**src/rtl/mem_arb_pkg.sv**
```systemverilog
// Shared types and constants for the fetch/LSU memory arbiter.
package mem_arb_pkg;

  typedef enum logic [1:0] {
    IDLE     = 2'd0,
    WAIT_GNT = 2'd1,
    WAIT_RSP = 2'd2
  } state_e;

  localparam logic REQ_IFETCH = 1'b0;
  localparam logic REQ_DATA   = 1'b1;

  function automatic int unsigned strb_width(input int unsigned data_width);
    return data_width / 8;
  endfunction

endpackage

```
**src/rtl/rr_arb2.sv**
```systemverilog
// Two-way round-robin picker: on a tie, the requester not granted last wins.
module rr_arb2
  import mem_arb_pkg::*;
(
  input  logic [1:0] valid,
  input  logic       last_grant,
  output logic [1:0] grant
);

  always_comb begin
    grant = valid;
    if (valid == 2'b11) begin
      grant = (last_grant == REQ_DATA) ? 2'b01 : 2'b10;
    end
  end

endmodule

```
**src/rtl/mem_arbiter.sv**
```systemverilog
// Arbitrates ifetch/data requesters onto one req/gnt/rvalid memory port.
// Optional response timeout is enabled with MEM_ARB_TIMEOUT_EN.
module mem_arbiter
  import mem_arb_pkg::*;
#(
  parameter int unsigned ADDR_WIDTH = 32,
  parameter int unsigned DATA_WIDTH = 32,
  parameter int unsigned TIMEOUT    = 255
) (
  input  logic                                 clk,
  input  logic                                 rst_ni,
  input  logic [1:0]                           req_valid_i,
  output logic [1:0]                           req_ready_o,
  input  logic [2*ADDR_WIDTH-1:0]              req_addr_i,
  input  logic [1:0]                           req_we_i,
  input  logic [2*DATA_WIDTH-1:0]              req_wdata_i,
  input  logic [2*strb_width(DATA_WIDTH)-1:0]  req_wstrb_i,
  output logic [1:0]                           rsp_valid_o,
  output logic [DATA_WIDTH-1:0]                rsp_rdata_o,
  output logic                                 mem_req_o,
  output logic                                 mem_we_o,
  output logic [ADDR_WIDTH-1:0]                mem_addr_o,
  output logic [DATA_WIDTH-1:0]                mem_wdata_o,
  output logic [strb_width(DATA_WIDTH)-1:0]    mem_wstrb_o,
  input  logic                                 mem_gnt_i,
  input  logic                                 mem_rvalid_i,
  input  logic [DATA_WIDTH-1:0]                mem_rdata_i,
  output logic                                 err_o
);

  localparam int unsigned SW = strb_width(DATA_WIDTH);

  state_e                state_q, state_d;
  logic                  last_grant_q, last_grant_d;
  logic                  owner_q, owner_d;
  logic                  we_q, we_d;
  logic [ADDR_WIDTH-1:0] addr_q, addr_d;
  logic [DATA_WIDTH-1:0] wdata_q, wdata_d;
  logic [SW-1:0]         wstrb_q, wstrb_d;
  logic                  mem_req_q, mem_req_d;
  logic [1:0]            rsp_valid_q, rsp_valid_d;
  logic [DATA_WIDTH-1:0] rsp_rdata_q, rsp_rdata_d;
  logic                  err_q, err_d;
  logic [1:0]            grant;
  logic                  sel;
  logic                  handshake;
  logic                  timeout_c;

  rr_arb2 u_rr_arb2 (
    .valid      (req_valid_i),
    .last_grant (last_grant_q),
    .grant      (grant)
  );

  // Accept is combinational so a request can be taken in the cycle it appears.
  assign req_ready_o = (state_q == IDLE) ? grant : 2'b00;
  assign handshake   = |(req_valid_i & req_ready_o);
  assign sel         = grant[REQ_DATA];

`ifdef MEM_ARB_TIMEOUT_EN
  localparam int unsigned CNT_W = $clog2(TIMEOUT + 1);
  logic [CNT_W-1:0] cnt_q, cnt_d;

  assign timeout_c = (state_q == WAIT_RSP) && !mem_rvalid_i &&
                     (cnt_q == CNT_W'(TIMEOUT - 1));

  always_ff @(posedge clk or negedge rst_ni) begin
    if (!rst_ni) cnt_q <= '0;
    else         cnt_q <= cnt_d;
  end
`else
  logic unused_timeout;
  assign unused_timeout = |32'(TIMEOUT);
  assign timeout_c      = 1'b0;
`endif

  // Next-state and next-output logic.
  always_comb begin
    state_d      = state_q;
    last_grant_d = last_grant_q;
    owner_d      = owner_q;
    we_d         = we_q;
    addr_d       = addr_q;
    wdata_d      = wdata_q;
    wstrb_d      = wstrb_q;
    rsp_valid_d  = 2'b00;
    rsp_rdata_d  = rsp_rdata_q;
    err_d        = err_q;
`ifdef MEM_ARB_TIMEOUT_EN
    cnt_d        = cnt_q;
`endif

    // A response with no transaction outstanding is a protocol error.
    if (mem_rvalid_i && (state_q != WAIT_RSP)) err_d = 1'b1;

    unique case (state_q)
      IDLE: begin
        if (handshake) begin
          owner_d      = sel;
          last_grant_d = sel;
          we_d         = sel ? req_we_i[1] : req_we_i[0];
          addr_d       = sel ? req_addr_i[2*ADDR_WIDTH-1:ADDR_WIDTH] : req_addr_i[ADDR_WIDTH-1:0];
          wdata_d      = sel ? req_wdata_i[2*DATA_WIDTH-1:DATA_WIDTH] : req_wdata_i[DATA_WIDTH-1:0];
          wstrb_d      = sel ? req_wstrb_i[2*SW-1:SW] : req_wstrb_i[SW-1:0];
          state_d      = WAIT_GNT;
        end
      end
      WAIT_GNT: begin
        if (mem_gnt_i) begin
          state_d = WAIT_RSP;
`ifdef MEM_ARB_TIMEOUT_EN
          cnt_d   = '0;
`endif
        end
      end
      WAIT_RSP: begin
`ifdef MEM_ARB_TIMEOUT_EN
        cnt_d = CNT_W'(cnt_q + 1'b1);
`endif
        if (mem_rvalid_i) begin
          rsp_rdata_d = mem_rdata_i;
          rsp_valid_d = owner_q ? 2'b10 : 2'b01;
          state_d     = IDLE;
        end else if (timeout_c) begin
          rsp_rdata_d = '0;
          rsp_valid_d = owner_q ? 2'b10 : 2'b01;
          err_d       = 1'b1;
          state_d     = IDLE;
        end
      end
      default: state_d = IDLE;
    endcase

    mem_req_d = (state_d == WAIT_GNT);
  end

  always_ff @(posedge clk or negedge rst_ni) begin
    if (!rst_ni) begin
      state_q      <= IDLE;
      last_grant_q <= REQ_DATA;
      owner_q      <= REQ_IFETCH;
      we_q         <= 1'b0;
      addr_q       <= '0;
      wdata_q      <= '0;
      wstrb_q      <= '0;
      mem_req_q    <= 1'b0;
      rsp_valid_q  <= 2'b00;
      rsp_rdata_q  <= '0;
      err_q        <= 1'b0;
    end else begin
      state_q      <= state_d;
      last_grant_q <= last_grant_d;
      owner_q      <= owner_d;
      we_q         <= we_d;
      addr_q       <= addr_d;
      wdata_q      <= wdata_d;
      wstrb_q      <= wstrb_d;
      mem_req_q    <= mem_req_d;
      rsp_valid_q  <= rsp_valid_d;
      rsp_rdata_q  <= rsp_rdata_d;
      err_q        <= err_d;
    end
  end

  assign mem_req_o   = mem_req_q;
  assign mem_we_o    = we_q;
  assign mem_addr_o  = addr_q;
  assign mem_wdata_o = wdata_q;
  assign mem_wstrb_o = wstrb_q;
  assign rsp_valid_o = rsp_valid_q;
  assign rsp_rdata_o = rsp_rdata_q;
  assign err_o       = err_q;

endmodule
```
**config.mk**
```make
export PLATFORM = sky130hd
export DESIGN_NAME = mem_arbiter
export DESIGN_NICKNAME = d
export VERILOG_FILES = /design/src/rtl/mem_arb_pkg.sv /design/src/rtl/rr_arb2.sv /design/src/rtl/mem_arbiter.sv
export SDC_FILE = /design/constraint.sdc
export NUM_CORES = 1
export LEC_CHECK = 0
export ABC_CLOCK_PERIOD_IN_PS = 1780
export CAP_MARGIN = 10
export CORE_MARGIN = 8
export CORE_UTILIZATION = 38
export CTS_CLUSTER_DIAMETER = 200
export DETAILED_ROUTE_END_ITERATION = 6
export PLACE_DENSITY_LB_ADDON = 0.2
export REMOVE_ABC_BUFFERS = 1
export SYNTH_ARGS = -nofsm -noshare
export SYNTH_HDL_FRONTEND = slang
export SYNTH_SLANG_ARGS = --single-unit
export TNS_END_PERCENT = 20
```
**constraint.sdc**
```tcl
create_clock -name clk -period 1.78 [get_ports clk]
set_clock_uncertainty 0.15 [all_clocks]
set_input_delay 0.445 -clock clk [delete_from_list [all_inputs] [get_ports clk]]
set_output_delay 0.445 -clock clk [all_outputs]
set_load 0.005 [all_outputs]
```
Word-level counts from Yosys, hierarchy flattened
Index checks and enable logic that the tools add are counted.
- flip-flop bits (word level): 109
- input bits: 176
- output and inout bits: 107
- word-level logic and storage cells: 36
- equality and inequality tests: 5
- multiplexer cells: 14
- bitwise gates (word level): 1
- reductions and logical operators: 5
- operator list (kind ; count):
    2-to-1 mux 32 bit ; 2
    2-to-1 mux 2 bit ; 9
    one-hot mux 2 bit (3 select lines) ; 1
    equality test 2 x 1 -> 1 bit, second input constant ; 2
    equality test 2 bit, second input constant ; 2
    2-to-1 mux 4 bit ; 1
    AND reduction 2 bit ; 2
    bitwise AND 2 bit ; 1
    zero test 2 bit ; 1
    != test 2 bit, second input constant ; 1
    OR reduction 2 bit ; 1
    logical AND 1 bit ; 1
    2-to-1 mux 1 bit ; 1

Depth between registers and ports, before layout
Gate-level depths: netlist of the first run.
- word-level depth: 8
- gate-level depth with buffers: 6
- mapped depth without buffers: 3

Modules after synthesis
Synthesis of the first run repeated with hierarchy kept, for this count alone.
- cell total of the unflattened synthesis: 324
- area total of the unflattened synthesis: 4931.0 µm²
- modules (own cells, without submodules) (module ; times used ; cells an instance ; area each (µm²) ; sequential area each (µm²)):
    mem_arbiter ; 1 ; 321 ; 4912.2 ; 2728.9
    rr_arb2 ; 1 ; 3 ; 18.8 ; 0.0

Worst setup path after synthesis of the first run
OpenSTA, ideal clock, no wires.
- path kind: input port to output port
- from: input req_valid_i[1]
- to: output req_ready_o[1]
- arrival: 1143 ps
- data required time: 1185 ps
- slack: 42 ps
- stages on the path: 4
- buffers on the path: 2
- cell sequence: a21bo_2 buf_2 clkbuf_1 nor3_1
- word-level cells in the longest chain between the ends: 3
- RTL lines (what ; line ; text):
    start, declared ; mem_arbiter.sv:12 ; input logic [1:0] req_valid_i,
    equality test 2 bit ; rr_arb2.sv:12 ; if (valid == 2'b11) begin
    2-to-1 mux 2 bit (*) ; rr_arb2.sv:12 ;
    2-to-1 mux 2 bit (*) ; mem_arbiter.sv:56 ; assign req_ready_o = (state_q == IDLE) ? grant : 2'b00;
    end, declared ; mem_arbiter.sv:13 ; output logic [1:0] req_ready_o,
Every way passes the cells marked *; elsewhere a longest branch is shown, timed or not.

Worst setup path in the final report of the first run
- from: register last_grant_q
- to: output req_ready_o[0]
- word-level cells in the longest chain between the ends: 3
- RTL lines (what ; line ; text):
    start, declared ; mem_arbiter.sv:34 ; logic last_grant_q, last_grant_d;
    start signal, assigned ; mem_arbiter.sv:152 ; last_grant_q <= last_grant_d;
    2-to-1 mux 2 bit ; rr_arb2.sv:13 ; grant = (last_grant == REQ_DATA) ? 2'b01 : 2'b10;
    2-to-1 mux 2 bit ; rr_arb2.sv:12 ;
    2-to-1 mux 2 bit ; mem_arbiter.sv:56 ;
Every way passes these cells.

==> metrics.md, run 1 <==
| Metric | Value |
|---|---|
| Initial Util | 0.383 |
| Die ar. | 16400 um2 |
| Failing checks | setup timing |
| Routed length on met1 | 6910 um |
| CP max FO | 3 |
| Largest net degree at the start of global routing | 70 |
| Chip Height | 128 um |
| Multi-input logic area | 1830 um2 |
| Hold WS | 0.296 ns |
| First-pass GRT wire length | 27000 um |
| Least-Margin Pin Slew | 0.470 ns |
| Slew Viols, Final | 0 |
| Number of global-route vias before repair | 5135 |
| WL/cell | 18.8 um |
| Worst setup SP type | flop |
| Critical Path RT | 1.18 ns |
| LEAKAGE | 3.53 nW |
| Power Density | 1480 nW/um2 |
| CTS tree | done |
| Max-cap viol count | 0 |
| Synth warnings | 0 |
| Post-DRT Antenna Nets | 0 |
| Pre-antenna DRT Iters | 4 |
| DR vias/cell | 5.12 |
| Comb pwr share | 0.455 |
| Placer Congestion | 0.762 |
| Initial DRC Count | 269 |
| WL final | 17600 um |
| Outcome | complete, but fails checks |
| DP Cell Count | 918 |
| Total power | 12.0 mW |
| CTS H-tree depth | 3 |
| Nets | 934 |
| Switching Share | 0.346 |
| Final worst-path cycle share | 1.04 |
| Top Layer Used | met4 |
| Metal2 WL | 8270 um |
| HP Class | reg -> reg |
| Synth Instances | 483 |
| Crit path DAT | 1.26 ns |
| Power share of the clock group | 0.181 |
| Clock latency on the worst-skew pair | 0.34 ns |
| DR vias | 4789 |
| Reg2reg path depth | 4 |
| Final hold violations | 0 |
| DRC viols | 0 |
| # setup viols final | 2 |
| Area Overhead vs Synth | 70.0% |
| Layout Cells excl Fill | 935 |
| IO Pins | 283 |
| Avg Inst Size Synth | 9.88 um2 |
| Die X | 128 um |
| # diodes | 0 |
| PortBufs | 282 |
| Fill count | 1046 |
| Grt total ovfl | 0 |
| Row count | 41 |
| VDD IR-drop max | 621 uV |
| Internal cell power | 7.83 mW |
| All-Layer GR Usage | 0.209 |
| Sequential share of the synthesized area | 0.572 |
| Clk buf depth | 2 |
| Clock Tree Root | clkbuf_16 |
| DP HPWL | 13100 um |
| Seq cells post-synth | 109 |
| Fmax | 538 MHz |
| Fin crit period | 1.86 ns |
| Power share of the sequential group | 0.364 |
| Slew HR | 0.687 |
| Syn Std Cell Area | 4770 um2 |
| Num CTS Buffers | 9 |
| CORE AREA | 12500 um2 |
| Register area | 2730 um2 |
| WS Path Type | reg -> out |
| Netlist cell types | 25 |
| Sw power | 4.15 mW |
| Hold Path Depth | 1 |
| Final core occ | 0.651 |
| CTS clk-pin slew, worst paths | 0.07 ns |
| Share of layout cells above drive strength 1 | 0.111 |
| Initial antenna violation count | 0 |
| Worst setup margin | -0.0797 ns |
| CTS Sinks | 109 |
| RSZ-0062 raised after global routing | yes |
| Routed wl met3 | 1950 um |
| Worst setup EP type | primary output |
## critical path: stages, from the launching register on
cell and delay, ns:
dfstp_2 0.55, nand2b_4 0.11, and3_4 0.17, buf_6 0.10
## synth_stat cells (all sizes together)
master   instances  area share
a21bo            1      0.0021
a21boi           1      0.0024
a21o             1      0.0016
a21oi           71       0.074
a2bb2oi          2      0.0037
a31oi           70       0.092
and2             1      0.0013
and3             1      0.0013
buf             24       0.036
clkbuf          19       0.015
dfrtp          108        0.57
dfstp            1      0.0055
inv              1     0.00079
mux2            32       0.076
nand2          139        0.11
nand2b           2      0.0026
nand3b           1      0.0024
nor2             4      0.0031
nor2b            1      0.0013
nor3             1      0.0010
o22ai            1      0.0013
or2              1      0.0013
## path summary, 6_finish.rpt
path	from	end	slack [ns]
worst max-delay path	last_grant_q$_DFFE_PN1P_	req_ready_o[0]	-0.08
worst min-delay path	owner_q$_DFFE_PN0P_	rsp_valid_o[0]$_DFF_PN0_	0.30
worst max register to register	last_grant_q$_DFFE_PN1P_	mem_addr_o[29]$_DFFE_PN0P_	0.09
worst min register to register	owner_q$_DFFE_PN0P_	rsp_valid_o[0]$_DFF_PN0_	0.30
max in group asynchronous	rst_ni	last_grant_q$_DFFE_PN1P_	0.54
min in group asynchronous	rst_ni	rsp_rdata_o[4]$_DFFE_PN0P_	0.42
## cell type report
| type | instances | area share |
|---|---|---|
| well taps | 172 | 0.0265 |
| clock inverters | 7 | 0.0120 |
| multi-input cells | 330 | 0.226 |
| inverters | 1 | 0.000463 |
| repair buffers | 307 | 0.371 |
| clock buffers | 9 | 0.0278 |
| flip-flops and latches | 109 | 0.336 |
## cells in the final DEF (no fill, tap or decap), types with 2 or more instances in the layout
| master | n |
|---|---|
| clkdlybuf4s50_1 | 172 |
| nand2_1 | 139 |
| dfrtp_1 | 108 |
| dlygate4sd2_1 | 106 |
| a21oi_1 | 71 |
| a31oi_1 | 70 |
| mux2_2 | 32 |
| buf_4 | 13 |
| clkbuf_16 | 9 |
| buf_12 | 9 |
| nor2_1 | 3 |
| a2bb2oi_1 | 2 |
| clkinvlp_4 | 2 |
| bufinv_16 | 2 |
| buf_6 | 2 |
| buf_8 | 2 |
## layer usage
layer / GRT usage / vias to the layer above
met4: 0.0755 / 0
met1: 0.232 / 2274
met5: 0 / -
li1: - / 2235
met2: 0.345 / 249
met3: 0.0961 / 31
## per-stage QoR
| stage | setup TNS [ns] | setup WS (ns) | area [um2] |
|---|---|---|---|
| final | -0.158 | -0.0797 | 8110 |
| after detailed placement | -37.03 | -0.762 | 7870 |
| after global routing | -0.239 | -0.123 | 8110 |
| after floorplan | -202.84 | -2.78 | 4530 |
| after CTS | -4.89 | -0.120 | 8070 |
| after global placement | -33.02 | -0.762 | 7870 |
## power groups by stage
stage,Sequential [mW],Clock (mW),Combinational [mW]
after global routing,4.50,2.32,5.98
final,4.36,2.16,5.45
after detailed placement,4.43,0,6.28
after CTS,4.36,2.21,5.48
after global placement,4.36,0,6.15
after floorplan,4.48,0,1.93
## cell families after synthesis
group,after synthesis,share of synthesized area
mux,32,0.0755
compound gates,147,0.177
simple gates,151,0.124
buf+inv,44,0.0517
flops,109,0.572
## timing repair
action | 4_1_cts | 5_1_grt
buffers inserted | 0 | 0
gates resized for setup | 116 | 11
setup endpoints to repair | 175 | 73
hold buffers | 1 | 0
endpoints found under the hold margin | 18 | 0
pin swaps | 3 | 1
## registers in the layout, summed over array words and instances (netlist names)
name          cells
rsp_rdata_o      32
err_o             1
mem_we_o          1
rsp_valid_o       2
state_q           2
mem_req_o         1
owner_q           1
mem_addr_o       32
mem_wdata_o      32
last_grant_q      1
mem_wstrb_o       4
No activity file was read; power rests on OpenSTA's default activity.
==> run 2, diff against run 1 <==
CORE_ASPECT_RATIO = 0.7   (was not set)
CORE_UTILIZATION = 39   (was 38)
CTS_BUF_LIST = sky130_fd_sc_hd__clkbuf_2 sky130_fd_sc_hd__clkbuf_4 sky130_fd_sc_hd__clkbuf_8   (was not set)
HOLD_SLACK_MARGIN = 0.1   (was not set)
==> metrics.md, run 2 (same netlist as run 1, synthesis figures left out) <==
| Metric | Value |
|---|---|
| Outcome | complete, but fails checks |
| Failing checks | setup timing |
| IO Pins | 283 |
| WL final | 18400 um |
| Worst setup margin | -0.119 ns |
| DP Cell Count | 903 |
| WL/cell | 19.9 um |
| Worst setup EP type | primary output |
| CTS clk-pin slew, worst paths | 0.11 ns |
| DR vias/cell | 5.25 |
| Critical Path RT | 1.18 ns |
| Reg2reg path depth | 4 |
| Die X | 148 um |
| Setup TNS | -0.229 ns |
| # diodes | 0 |
| # setup viols final | 2 |
| Least-Margin Pin Slew | 0.486 ns |
| CTS Sinks | 109 |
| Final hold violations | 0 |
| DR vias | 4855 |
| Worst setup SP type | flop |
| CP max FO | 3 |
| CP Launch Point | last_grant_q$_DFFE_PN1P_ |
| Pre-antenna DRT Iters | 7 |
| LEAKAGE | 3.49 nW |
| Slew Viols, Final | 0 |
| Crit path capture | req_ready_o[0] |
| Clock latency on the worst-skew pair | 0.37 ns |
| Crit path DAT | 1.30 ns |
| Num CTS Buffers | 9 |
| Fin crit period | 1.90 ns |
| Layout Cells excl Fill | 925 |
| RSZ-0062 raised after global routing | yes |
| Power Density | 1440 nW/um2 |
| Fmax | 527 MHz |
| Max-cap viol count | 0 |
| Clk buf depth | 2 |
| RR Endpoint | mem_addr_o[0]$_DFFE_PN0P_ |
| DP HPWL | 13700 um |
| FF-to-FF setup slack | 0.01 ns |
| Post-DRT Antenna Nets | 0 |
| CTS tree | done |
| PortBufs | 282 |
| Initial DRC Count | 233 |
| WS Path Type | reg -> out |
| Initial antenna violation count | 0 |
| Final worst-path cycle share | 1.07 |
| Leading cell type in the layout, fill and taps excluded | clkdlybuf4s50_1 |
| CTS H-tree depth | 3 |
| HP Class | reg -> reg |
| VDD IR-drop max | 830 uV |
| First-pass GRT wire length | 28200 um |
| Commonest cells after routing, fill and taps aside | clkdlybuf4s50_1 (172), nand2_1 (139), dfrtp_1 (108), dlygate4sd2_1 (107), a21oi_1 (71) |
| Share of layout cells above drive strength 1 | 0.116 |
| Placer Congestion | 0.823 |
| Number of global-route vias before repair | 5049 |
| Area Overhead vs Synth | 67.9% |
| DRC viols | 0 |
| Initial Util | 0.404 |
| Chip Height | 109 um |
| Slew HR | 0.676 |
| Hold WS | 0.327 ns |
| Die ar. | 16100 um2 |
| CORE AREA | 11800 um2 |
| Grt total ovfl | 0 |
| All-Layer GR Usage | 0.224 |
| Reg-to-Reg Start | last_grant_q$_DFFE_PN1P_ |
| Largest net degree at the start of global routing | 70 |
| Fill count | 946 |
| Nets | 939 |
| Clock Tree Root | clkbuf_8 |
| Row count | 33 |
-- run 2: cell count changes in the layout (fill, tap and decap cells not counted), sizes merged --
cell,delta
inv,+1
buf,+4
clkinv,-1
clkbuf,+3
dlygate4sd2,+1
dlymetal6s2s,-1
bufinv,-2
-- run 2: where the power goes --
| group | internal (mW) | total [mW] | switching (mW) |
|---|---|---|---|
| clock network | 0.599 | 1.47 | 0.873 |
| registers | 3.71 | 4.36 | 0.640 |
| logic | 3.03 | 5.70 | 2.67 |
-- run 2: worst min-delay path by stage --
stage,endpoint,slack [ns],startpoint,cells after the start
2_1_floorplan,err_o$_DFFE_PN0P_,-0.0006,rst_ni,0
5_1_grt,last_grant_q$_DFFE_PN1P_,0.35,req_valid_i[0],3
6_report,rsp_valid_o[0]$_DFF_PN0_,0.33,owner_q$_DFFE_PN0P_,1
4_1_cts,rsp_valid_o[0]$_DFF_PN0_,0.33,owner_q$_DFFE_PN0P_,1
3_3_place_gp,rsp_rdata_o[24]$_DFFE_PN0P_,0.21,rst_ni,1
3_5_place_dp,rsp_rdata_o[24]$_DFFE_PN0P_,0.21,rst_ni,1
-- run 2: per-layer routing --
metal	vias up	GRT usage	part of all wire	routed length [um]
met5	-	0	0	0
met3	23	0.0847	0.10	1880
met1	2365	0.257	0.38	7050
li1	2243	-	-	-
met4	0	0.0711	0.019	353
met2	224	0.384	0.50	9150
-- run 2: area by class of cell --
type	instances	area, um2	area share
repair buffers	312	3070	0.383
clock inverters	5	41.3	0.00515
flip-flops and latches	109	2730	0.341
well taps	157	196	0.0245
multi-input cells	330	1830	0.228
clock buffers	11	151	0.0189
inverters	1	3.75	0.000468
-- run 2: timing repair --
| action | 4_1_cts | 5_1_grt |
|---|---|---|
| endpoints found under the setup margin | 177 | 66 |
| hold buffers | 1 | 0 |
| gates cloned | 1 | 0 |
| gates resized for setup | 125 | 2 |
| hold endpoints to repair | 17 | 0 |
| buffers inserted | 3 | 1 |
| pin swaps | 4 | 0 |
-- run 2: worst max-delay path, cell delays in order, from the launching register on --
cell      delay, ns
dfstp_2        0.56
nand2b_1       0.10
and3_1         0.15
buf_2          0.12
-- run 2: stage by stage --
step | utilization | area, um2 | setup slack [ns] | power [mW]
2_1_floorplan | - | 4530 | -2.78 | 6.41
3_3_place_gp | 0.663 | 7830 | -0.714 | 10.5
3_5_place_dp | 0.663 | 7830 | -0.730 | 10.7
4_1_cts | 0.676 | 7990 | -0.161 | 11.6
5_1_grt | 0.679 | 8010 | -0.176 | 12.3
6_report | 0.679 | 8010 | -0.119 | 11.5
